--- src/rtl/tbird_button_conditioner_if.sv ---
// Pushbutton link between raw KEY pins, the conditioner and the turn-signal FSM.
// The master modport is the conditioner; the slave modport is the key source / consumer.
interface tbird_button_conditioner_if;
  logic       key_right_n;
  logic       key_left_n;
  logic       key_hazard_n;
  logic       right_button;
  logic       left_button;
  logic       hazard_button;
  logic [2:0] press_pulse;

  modport master (
    input  key_right_n, key_left_n, key_hazard_n,
    output right_button, left_button, hazard_button, press_pulse
  );

  modport slave (
    output key_right_n, key_left_n, key_hazard_n,
    input  right_button, left_button, hazard_button, press_pulse
  );
endinterface

--- src/rtl/tbird_button_conditioner.sv ---
// Synchronizes and debounces the three active-low KEYs, enforces left/right exclusion.
// Define HAZARD_LATCH_EN to make hazard_button toggle on each accepted press.
module tbird_button_conditioner #(
  parameter int DEBOUNCE_CYCLES = 1_000_000,
  parameter int CNT_W           = 20
) (
  input  logic                       clock,
  input  logic                       reset,
  tbird_button_conditioner_if.master btn
);
  typedef enum logic [1:0] {REL, PRESS_P, PRS, REL_P} deb_state_t;

  localparam logic [CNT_W-1:0] CNT_MAX = CNT_W'(DEBOUNCE_CYCLES - 1);

  // Bit order everywhere: {hazard, left, right}
  logic [2:0] key_raw_n;
  logic [2:0] press_evt;
  logic [2:0] release_evt;

  assign key_raw_n = {btn.key_hazard_n, btn.key_left_n, btn.key_right_n};

  for (genvar gi = 0; gi < 3; gi++) begin : g_key
    logic             s1_reg;
    logic             s2_reg;
    deb_state_t       state_reg;
    deb_state_t       state_next;
    logic [CNT_W-1:0] cnt_reg;
    logic [CNT_W-1:0] cnt_next;

    always_ff @(posedge clock) begin
      if (reset) begin
        s1_reg    <= 1'b1;
        s2_reg    <= 1'b1;
        state_reg <= REL;
        cnt_reg   <= '0;
      end else begin
        s1_reg    <= key_raw_n[gi];
        s2_reg    <= s1_reg;
        state_reg <= state_next;
        cnt_reg   <= cnt_next;
      end
    end

    // Pending states count stable samples; cnt stops at CNT_MAX because the move fires there.
    always_comb begin
      state_next = state_reg;
      cnt_next   = cnt_reg;
      case (state_reg)
        REL: begin
          if (!s2_reg) begin
            state_next = PRESS_P;
            cnt_next   = '0;
          end
        end
        PRESS_P: begin
          if (s2_reg) begin
            state_next = REL;
            cnt_next   = '0;
          end else if (cnt_reg == CNT_MAX) begin
            state_next = PRS;
            cnt_next   = '0;
          end else begin
            cnt_next = cnt_reg + 1'b1;
          end
        end
        PRS: begin
          if (s2_reg) begin
            state_next = REL_P;
            cnt_next   = '0;
          end
        end
        REL_P: begin
          if (!s2_reg) begin
            state_next = PRS;
            cnt_next   = '0;
          end else if (cnt_reg == CNT_MAX) begin
            state_next = REL;
            cnt_next   = '0;
          end else begin
            cnt_next = cnt_reg + 1'b1;
          end
        end
        default: begin
          state_next = REL;
          cnt_next   = '0;
        end
      endcase
    end

    assign press_evt[gi]   = (state_reg == PRESS_P) && (state_next == PRS);
    assign release_evt[gi] = (state_reg == REL_P) && (state_next == REL);
  end

  logic       right_reg, right_next;
  logic       left_reg, left_next;
  logic       hazard_reg, hazard_next;
  logic       right_grant, left_grant;
  logic [2:0] accept_reg;
  logic [2:0] press_pulse_reg;

  // A turn key is granted only at its press edge; right wins a simultaneous press.
  assign right_grant = press_evt[0] && left_reg;
  assign left_grant  = press_evt[1] && right_reg && !right_grant;

  always_comb begin
    right_next  = right_reg;
    left_next   = left_reg;
    hazard_next = hazard_reg;
    if (release_evt[0]) right_next = 1'b1;
    else if (right_grant) right_next = 1'b0;
    if (release_evt[1]) left_next = 1'b1;
    else if (left_grant) left_next = 1'b0;
`ifdef HAZARD_LATCH_EN
    if (press_evt[2]) hazard_next = ~hazard_reg;
`else
    if (release_evt[2]) hazard_next = 1'b1;
    else if (press_evt[2]) hazard_next = 1'b0;
`endif
  end

  always_ff @(posedge clock) begin
    if (reset) begin
      right_reg       <= 1'b1;
      left_reg        <= 1'b1;
      hazard_reg      <= 1'b1;
      accept_reg      <= '0;
      press_pulse_reg <= '0;
    end else begin
      right_reg       <= right_next;
      left_reg        <= left_next;
      hazard_reg      <= hazard_next;
      accept_reg      <= {press_evt[2], left_grant, right_grant};
      press_pulse_reg <= accept_reg;
    end
  end

  assign btn.right_button  = right_reg;
  assign btn.left_button   = left_reg;
  assign btn.hazard_button = hazard_reg;
  assign btn.press_pulse   = press_pulse_reg;
endmodule

--- src/flat_wrapper.sv ---
// flat-port wrapper written by rule: the top's interface ports become plain ports
module tbird_button_conditioner_flat 
#(
  parameter int DEBOUNCE_CYCLES = 1_000_000,
  parameter int CNT_W           = 20
)
  (clock, reset, btn_key_right_n, btn_key_left_n, btn_key_hazard_n, btn_right_button, btn_left_button, btn_hazard_button, btn_press_pulse);
  tbird_button_conditioner_if btn_i ();
  input  logic clock;
  input  logic reset;
  input wire logic [$bits(btn_i.key_right_n)-1:0] btn_key_right_n;
  input wire logic [$bits(btn_i.key_left_n)-1:0] btn_key_left_n;
  input wire logic [$bits(btn_i.key_hazard_n)-1:0] btn_key_hazard_n;
  output wire logic [$bits(btn_i.right_button)-1:0] btn_right_button;
  output wire logic [$bits(btn_i.left_button)-1:0] btn_left_button;
  output wire logic [$bits(btn_i.hazard_button)-1:0] btn_hazard_button;
  output wire logic [$bits(btn_i.press_pulse)-1:0] btn_press_pulse;
  assign btn_i.key_right_n = btn_key_right_n;
  assign btn_i.key_left_n = btn_key_left_n;
  assign btn_i.key_hazard_n = btn_key_hazard_n;
  assign btn_right_button = btn_i.right_button;
  assign btn_left_button = btn_i.left_button;
  assign btn_hazard_button = btn_i.hazard_button;
  assign btn_press_pulse = btn_i.press_pulse;
  tbird_button_conditioner #(.DEBOUNCE_CYCLES(DEBOUNCE_CYCLES), .CNT_W(CNT_W)) u_core (.clock(clock), .reset(reset), .btn(btn_i));
endmodule
--- config.mk ---
export PLATFORM = sky130hd
export DESIGN_NAME = tbird_button_conditioner_flat
export DESIGN_NICKNAME = d
export VERILOG_FILES = /design/src/rtl/tbird_button_conditioner_if.sv /design/src/rtl/tbird_button_conditioner.sv /design/src/flat_wrapper.sv
export SDC_FILE = /design/constraint.sdc
export NUM_CORES = 1
export LEC_CHECK = 0
export CAP_MARGIN = 40
export CORE_ASPECT_RATIO = 0.6
export CORE_MARGIN = 2
export CORE_UTILIZATION = 55
export DETAILED_ROUTE_END_ITERATION = 8
export PLACE_DENSITY = 0.72
export SLEW_MARGIN = 20
export SYNTH_ARGS = -nofsm -noshare
export SYNTH_HDL_FRONTEND = slang
export SYNTH_SLANG_ARGS = --single-unit
--- constraint.sdc ---
create_clock -name clock -period 2.4 [get_ports clock]
set_input_delay 0.36 -clock clock [delete_from_list [all_inputs] [get_ports clock]]
set_output_delay 0.36 -clock clock [all_outputs]
set_load 0.02 [all_outputs]
## Yosys cells after proc, flatten, opt, wreduce, memory -nomap -nowiden

Index checks and enable logic that the tools add are counted.

- Add/subtract/negate cells: 3
- Eq/ne operators: 21
- Muxes and demuxes: 39
- Reductions and logical operators: 22

Operators by type and width:

| operator | count |
|---|---|
| 2-to-1 mux 20 bit | 15 |
| one-hot mux 20 bit (4 select lines) | 3 |
| adder 20 x 1 -> 20 bit, second input constant | 3 |
| == test 20 bit, second input constant | 3 |
| 2-to-1 mux 2 bit | 18 |
| one-hot mux 2 bit (4 select lines) | 3 |
| == test 2 bit, second input constant | 9 |
| logical NOT 2 bit | 6 |
| logical AND 1 bit | 9 |
| == test 2 x 1 -> 1 bit, second input constant | 3 |
| inequality test 2 x 1 -> 1 bit, second input constant | 3 |
| inequality test 2 bit, second input constant | 3 |
| AND reduction 2 bit | 3 |
| OR reduction 2 bit | 3 |
| logical NOT 1 bit | 1 |

- Register bits: 81
- Bits of input ports: 5
- Output and inout port bits: 6
- Word-level logic and storage cells: 102

## Longest topological paths before layout

Gate-level depths: netlist of run 1.

- Depth after elaboration: 9
- Mapped depth: 8
- Depth with buffers taken out: 6

## Worst setup path before layout of run 1

No wires, ideal clock.

- Kind: reg-to-reg
- Start point: register u_core.g_key[2].cnt_reg[0]
- End point: register u_core.g_key[2].cnt_reg[3]
- Setup time: 0.123 ns
- Arrival: 1.681 ns
- Path slack: 0.596 ns
- Stages on the path, launching flop included: 9
- Buffers on the path: 2
- Period minus slack after synthesis: 1.804 ns
- Path through: dfxtp_1 > ha_1 > nand2_1 > nor4_2 > a211oi_1 > buf_2 > buf_2 > a21oi_1 > mux2i_1

- Longest elaborated chain between the ends: 4

Ends and longest elaborated chain:

| item | RTL line | source |
|---|---|---|
| from (decl) | tbird_button_conditioner.sv:27 | `logic [CNT_W-1:0] cnt_reg;` |
| from (signal assigned) | tbird_button_conditioner.sv:40 | `cnt_reg <= cnt_next;` |
| adder 20 x 1 -> 20 bit / == test 20 bit (equally long branches) | -- |  |
| 2-to-1 mux 20 bit * | tbird_button_conditioner.sv:59, tbird_button_conditioner.sv:76 |  |
| 2-to-1 mux 20 bit, on equally long branches | tbird_button_conditioner.sv:73, tbird_button_conditioner.sv:56 |  |
| one-hot mux 20 bit (4 select lines) * | tbird_button_conditioner.sv:48 | `case (state_reg)` |

Mark *: on every way between the ends. The rest lies on a longest branch, timed or not.
A chain may end at the register's enable or synchronous reset.

## Final worst setup path of run 1

- Start point: register u_core.g_key[0].cnt_reg[0]
- End point: register u_core.g_key[0].cnt_reg[18]

- Longest elaborated chain between the ends: 4

Ends and longest elaborated chain:

| item | RTL line |
|---|---|
| from (decl) | tbird_button_conditioner.sv:27 |
| from (signal assigned) | tbird_button_conditioner.sv:40 |
| adder 20 x 1 -> 20 bit / == test 20 bit (equally long branches) | -- |
| 2-to-1 mux 20 bit * | tbird_button_conditioner.sv:59, tbird_button_conditioner.sv:76 |
| 2-to-1 mux 20 bit, on equally long branches | tbird_button_conditioner.sv:73, tbird_button_conditioner.sv:56 |
| one-hot mux 20 bit (4 select lines) * | tbird_button_conditioner.sv:48 |

Marked as above.

==> impl_metrics.yaml, run 1 <==
floorplanning:
  die_h_um: 69.4
  initial_core_util: 0.578
  placementRows: 23
  io_pins: 11
  core_area_um2: 6790
  die_w_um: 113
  dieArea_um2: 7850
worst_setup_path:
  worstSetupStartpointType: "flip-flop"
  ff2ff_setup_slack_ns: 0.25
  reg2regPathDepth: 6
  crit_chain: "ha_1, nand3_1, nor4_2, nand4_1, xnor2_1, a22o_1"
  r2r_end: "u_core.g_key[0].cnt_reg[18]"
  end_kind: "flip-flop"
  cp_slowest_cell: "nor4_2"
  cp.arrival_ns: 2.39
  slowest_delay_ns: 0.65
  cp.required_ns: 2.64
  timing.rr.start: "u_core.g_key[0].cnt_reg[0]"
  path_max_fanout: 6
  crit_type: "reg2reg"
synthesis:
  synth_nets: 469
  ys_ff_latch: 81
  syn_area_um2: 3930
  avgSynthCellArea_um2: 8.52
  synth_cells: 461
  yosys-top-cells-count: "dfxtp_1, nand2_1, nor2_1"
  synth_cell_types: 53
  synth_top_area_cell: "dfxtp_1"
  yosys_most_used_dff: "dfxtp_1"
  synth-edff-count: 0
  synth_top_area_frac: 0.413
  synth_most_common_cell: "dfxtp_1"
  yosys_warnings: 0
  seq_area_frac_synth: 0.413
  yosys-top-cells-area: "dfxtp_1, nand2_1, a31oi_1"
  async_flop_share: 0
sta:
  finalMaxSlewViolations: 0
  fin_ws_ns: 0.249
  grt_setup_unrepaired: "false"
  finalClockSkew_ns: 0.00746
  setup_tns_ns: 0
  min_period_ns: 2.15
  setup-violations-final: 0
  relSlewSlack: 0.523
  report.final.hold_viol_count: 0
  max_freq_ghz: 0.465
  worst_pin_slew_ns: 0.712
  finalCritPeriodShare: 0.896
power_and_ir_drop:
  p_per_area_nw_per_um2: 647
  peakVddDrop_mv: 0.402
  p_leak_nw: 1.54
  finalPower_mw: 2.91
clock_network:
  root_buffer: "clkbuf_16"
  numCtsBuffers: 9
  hold_buffers: 0
  clock_latency_ns: 0.34
  clock_path_buffers: 2
  htreeDepth: 3
  cts_sinks: 81
  clkSlewWorstSetupHoldPaths_ns: 0.06
  cts_tree: "done"
run_status:
  failed_checks: "DRC"
  status: "complete, but fails checks"
global_routing:
  grt_max_degree: 21
  grt_pass1_vias: 3114
  gr-usage-all-layers: 0.245
  grt-ovfl-total: 0
  grt_pass1_wl_mm: 15.4
  grt_antenna_before_repair: 0
cells_and_area:
  multi_input_area_um2: 2200
  design_area_um2: 4500
  finalNetCount: 488
  area_growth_pct: 14.6
  drive_gt1_frac: 0.111
  diodes: 0
  largest_register_ffs: 60
  fillers: 565
  register_area_um2: 1620
hold_path:
  min_to: "u_core.g_key[0].s2_reg"
  whs_path_depth: 1
  min-delay-start: "u_core.g_key[0].s1_reg"
  hp-class: "reg2reg"
drt:
  drtIter0Drc: 368
  routed_wl_mm: 9.25
  first_pass_iters: 7
  wl_per_cell_um: 16.2
  drc_errors: 1
  ant_nets: 0
  vias: 3537
  vias_per_cell: 6.18
place:
  pre_cts_ws_ns: 0.126
  placed_area_um2: 4170
  dpl.hpwl_mm: 6.52
  gp_congestion: 0.821
  io_buffers: 10
flow_run:
  cap_violations: 0
cell usage in the layout, fill, tap and decap left out, types with 4 or more instances in the layout:
cell / Yosys / final
xor2_1: 4 / 4
nor2b_1: 6 / 6
and4_1: 6 / 6
nor4b_1: 5 / 5
nand2b_1: 8 / 8
a31oi_1: 25 / 25
a22o_1: 9 / 9
nand3_1: 27 / 27
nand2_1: 50 / 50
buf_4: 0 / 13
nand4_1: 19 / 19
or2_2: 8 / 8
nor4_1: 5 / 5
a21oi_1: 27 / 27
xnor2_1: 12 / 12
nand3b_1: 6 / 6
inv_1: 11 / 11
dfxtp_1: 81 / 81
clkdlybuf4s50_1: 0 / 10
nor3_1: 8 / 8
a211oi_1: 5 / 4
nor2_1: 33 / 33
mux2i_1: 9 / 9
clkbuf_16: 0 / 9
o21ai_0: 16 / 16
and2_1: 9 / 9
a21o_1: 4 / 4
and3_1: 10 / 10
timing repair:
item	in CTS	in global routing
setup endpoints to repair	0	1
resized for setup	0	2
hold endpoints to repair	0	0
setup buffers	0	0
where the power goes:
group | internal (mW) | switching (mW) | leakage [nW] | total [mW]
clock | 0.905 | 0.531 | 0.152 | 1.44
sequential | 1.36 | 0.0119 | 0.654 | 1.37
combinational | 0.0434 | 0.0648 | 0.737 | 0.108
worst max path at each step:
stage / start / end / cells past startpoint
6_report: u_core.g_key[0].cnt_reg[0] / u_core.g_key[0].cnt_reg[18] / 6
5_1_grt: u_core.g_key[2].cnt_reg[0] / u_core.btn.hazard_button / 6
4_1_cts: u_core.g_key[0].cnt_reg[0] / u_core.g_key[0].cnt_reg[10] / 7
3_5_place_dp: reset / u_core.g_key[0].cnt_reg[10] / 7
3_3_place_gp: reset / u_core.g_key[1].cnt_reg[5] / 6
2_1_floorplan: u_core.g_key[2].cnt_reg[0] / u_core.g_key[2].cnt_reg[3] / 8
layout make-up:
type,count,share of cell area
clock inverters,6,0.0183
clock buffers,10,0.0509
well taps,87,0.0242
multi-input cells,351,0.490
repair buffers,26,0.0473
flip-flops and latches,81,0.360
inverters,11,0.00917
through the flow:
stage	util	std cells	hold WS (ns)
final	0.663	572	0.421
after floorplan	-	461	0.389
after global placement	0.612	553	0.402
after detailed placement	0.614	555	0.407
after global routing	0.663	572	0.431
after CTS	0.660	571	0.426
critical path, delay by kind of cell, from the launching register on:
kind,cells,cell delay [ns]
xor gates and xnor gates,1,0.16
AOI/OAI and AO/OA,1,0.19
and+or+nand+nor,3,1.10
adders and majority gates,1,0.21
DFF,1,0.39
kinds of logic (layout without fill, tap and decap cells):
family | count (synthesis) | after routing | share of synthesized area
xor gates and xnor gates | 16 | 16 | 0.0357
muxes | 9 | 9 | 0.0229
and+or+nand+nor | 223 | 223 | 0.327
AOI/OAI and AO/OA | 100 | 100 | 0.161
adders and majority gates | 3 | 3 | 0.00956
DFF | 81 | 81 | 0.413
buffers and inverters | 29 | 53 | 0.0309
routing by layer:
metal  wire [µm]  vias to the layer above  global-route usage
li1            -                     1735                   -
met3         751                       16              0.0612
met5           0                        -                   0
met4         141                        0              0.0732
met2        3630                      134               0.331
met1        4720                     1652               0.378
(Power assumes the default switching activity.)
==> inputs of run 2 (changes only) <==
- CAP_MARGIN: 40 -> unset
- CTS_CLUSTER_SIZE: unset -> 20
- PLACE_DENSITY: 0.72 -> 0.83
==> run 2 against run 1 <==
  * The flow now finishes without violations
  * Cell area decreased by 1.1%
  * Die area unchanged
  * Fmax increased by 0.17%
  * Sequential power about the same
  * Combinational power decreased by 6%
  * Via count decreased by 0.42%
  * Register-to-register slack about the same
  * Global-route usage decreased by 1.1 points
  * Core utilization decreased by 0.72 points
  * Critical path type unchanged
  * Largest power group is now registers
==> impl_metrics.yaml, run 2 (same netlist as run 1, synthesis figures left out) <==
cells_and_area:
  finalNetCount: 482
  diodes: 0
  fin_util: 0.655
  drive_gt1_frac: 0.104
  final_common_cell: "dfxtp_1"
  area_growth_pct: 13.4
  largest_register_ffs: 60
  final_cell_mix: "dfxtp_1, nand2_1, nor2_1"
  fillers: 528
clock_network:
  hold_buffers: 0
  numCtsBuffers: 9
  htreeDepth: 3
  root_buffer: "clkbuf_16"
  post_cts_buffers: 0
  cts_sinks: 81
  cts_resized: 0
  clock_path_buffers: 2
  clock_latency_ns: 0.34
  cts_tree: "done"
  clkSlewWorstSetupHoldPaths_ns: 0.06
global_routing:
  grt-ovfl-total: 0
  grt_max_degree: 27
  grt_antenna_before_repair: 0
  grt_pass1_vias: 3128
  gr-usage-all-layers: 0.234
  grt_pass1_wl_mm: 14.9
floorplanning:
  initial_core_util: 0.578
  dieArea_um2: 7850
  io_pins: 11
  core_area_um2: 6790
  placementRows: 23
  die_w_um: 113
  die_h_um: 69.4
power_and_ir_drop:
  p_per_area_nw_per_um2: 630
  p_leak_nw: 1.49
  peakVddDrop_mv: 0.412
drt:
  vias: 3522
  routed_wl_mm: 9.01
  dr.max_layer_used: "met4"
  drc_errors: 0
  wl_met2_mm: 3.97
  drtIter0Drc: 311
  wl_met3_um: 571
  wl_met1_mm: 4.43
  ant_nets: 0
  first_pass_iters: 5
  vias_per_cell: 6.22
  wl_per_cell_um: 15.9
sta:
  setup_tns_ns: 0
  relSlewSlack: 0.496
  min_period_ns: 2.15
  grt_setup_unrepaired: "false"
  finalClockSkew_ns: 0.00613
  setup-violations-final: 0
  max_freq_ghz: 0.466
  report.final.hold_viol_count: 0
  worst_pin_slew_ns: 0.752
  finalCritPeriodShare: 0.895
  finalMaxSlewViolations: 0
hold_path:
  hp-class: "reg2reg"
worst_setup_path:
  crit_type: "reg2reg"
  cp.arrival_ns: 2.38
  ff2ff_setup_slack_ns: 0.25
  cp.required_ns: 2.63
  worstSetupStartpointType: "flip-flop"
  path_max_fanout: 24
  end_kind: "flip-flop"
place:
  io_buffers: 10
  dpl.hpwl_mm: 6.21
  gp_congestion: 0.851
flow_run:
  cap_violations: 0
run_status:
  status: "finished clean"
run 2: metrics by stage:
step | total power [mW] | hold slack (ns) | cell area (µm²) | setup slack [ns] | instances
after CTS | 2.82 | 0.409 | 4440 | 0.262 | 566
final | 2.81 | 0.409 | 4450 | 0.252 | 566
after global placement | 1.49 | 0.391 | 4150 | 0.114 | 550
after floorplan | 1.46 | 0.389 | 3930 | 0.596 | 461
after detailed placement | 1.50 | 0.396 | 4150 | 0.0659 | 550
after global routing | 2.89 | 0.420 | 4450 | 0.106 | 566
run 2: per-layer routing:
layer | vias to the layer above | track usage
li1 | 1720 | -
met1 | 1681 | 0.329
met2 | 113 | 0.342
met3 | 8 | 0.0795
met4 | 0 | 0.0623
met5 | - | 0
run 2: worst paths after layout:
check | startpoint | to | cells after the start
hold reg to reg | u_core.g_key[2].s1_reg | u_core.g_key[2].s2_reg | 1
setup reg to reg | u_core.g_key[2].cnt_reg[0] | u_core.g_key[2].cnt_reg[13] | 7
setup / recovery | u_core.g_key[2].cnt_reg[0] | u_core.g_key[2].cnt_reg[13] | 7
hold / removal | u_core.g_key[2].s1_reg | u_core.g_key[2].s2_reg | 1
run 2: area by class of cell:
| cell class | count | area, µm² | area share |
|---|---|---|---|
| timing repair buffer | 20 | 188 | 0.0422 |
| sequential | 81 | 1620 | 0.364 |
| clock buffer | 11 | 233 | 0.0523 |
| clock inverter | 5 | 56.3 | 0.0126 |
| multi-input combinational | 351 | 2200 | 0.495 |
| inverter | 11 | 41.3 | 0.00927 |
| tap | 87 | 109 | 0.0245 |
run 2: power by group:
part,switching [mW],total (mW),leakage (nW),internal [mW]
combinational,0.0632,0.102,0.696,0.0387
sequential,0.0111,1.37,0.654,1.36
clock,0.532,1.34,0.139,0.804
run 2: worst max-delay path, stage by stage (launching register included):
cell	delay, ns
dfxtp_1	0.39
ha_1	0.23
nand2_1	0.17
nor4_2	0.47
a211oi_2	0.20
buf_12	0.20
a21o_1	0.16
a22o_1	0.22
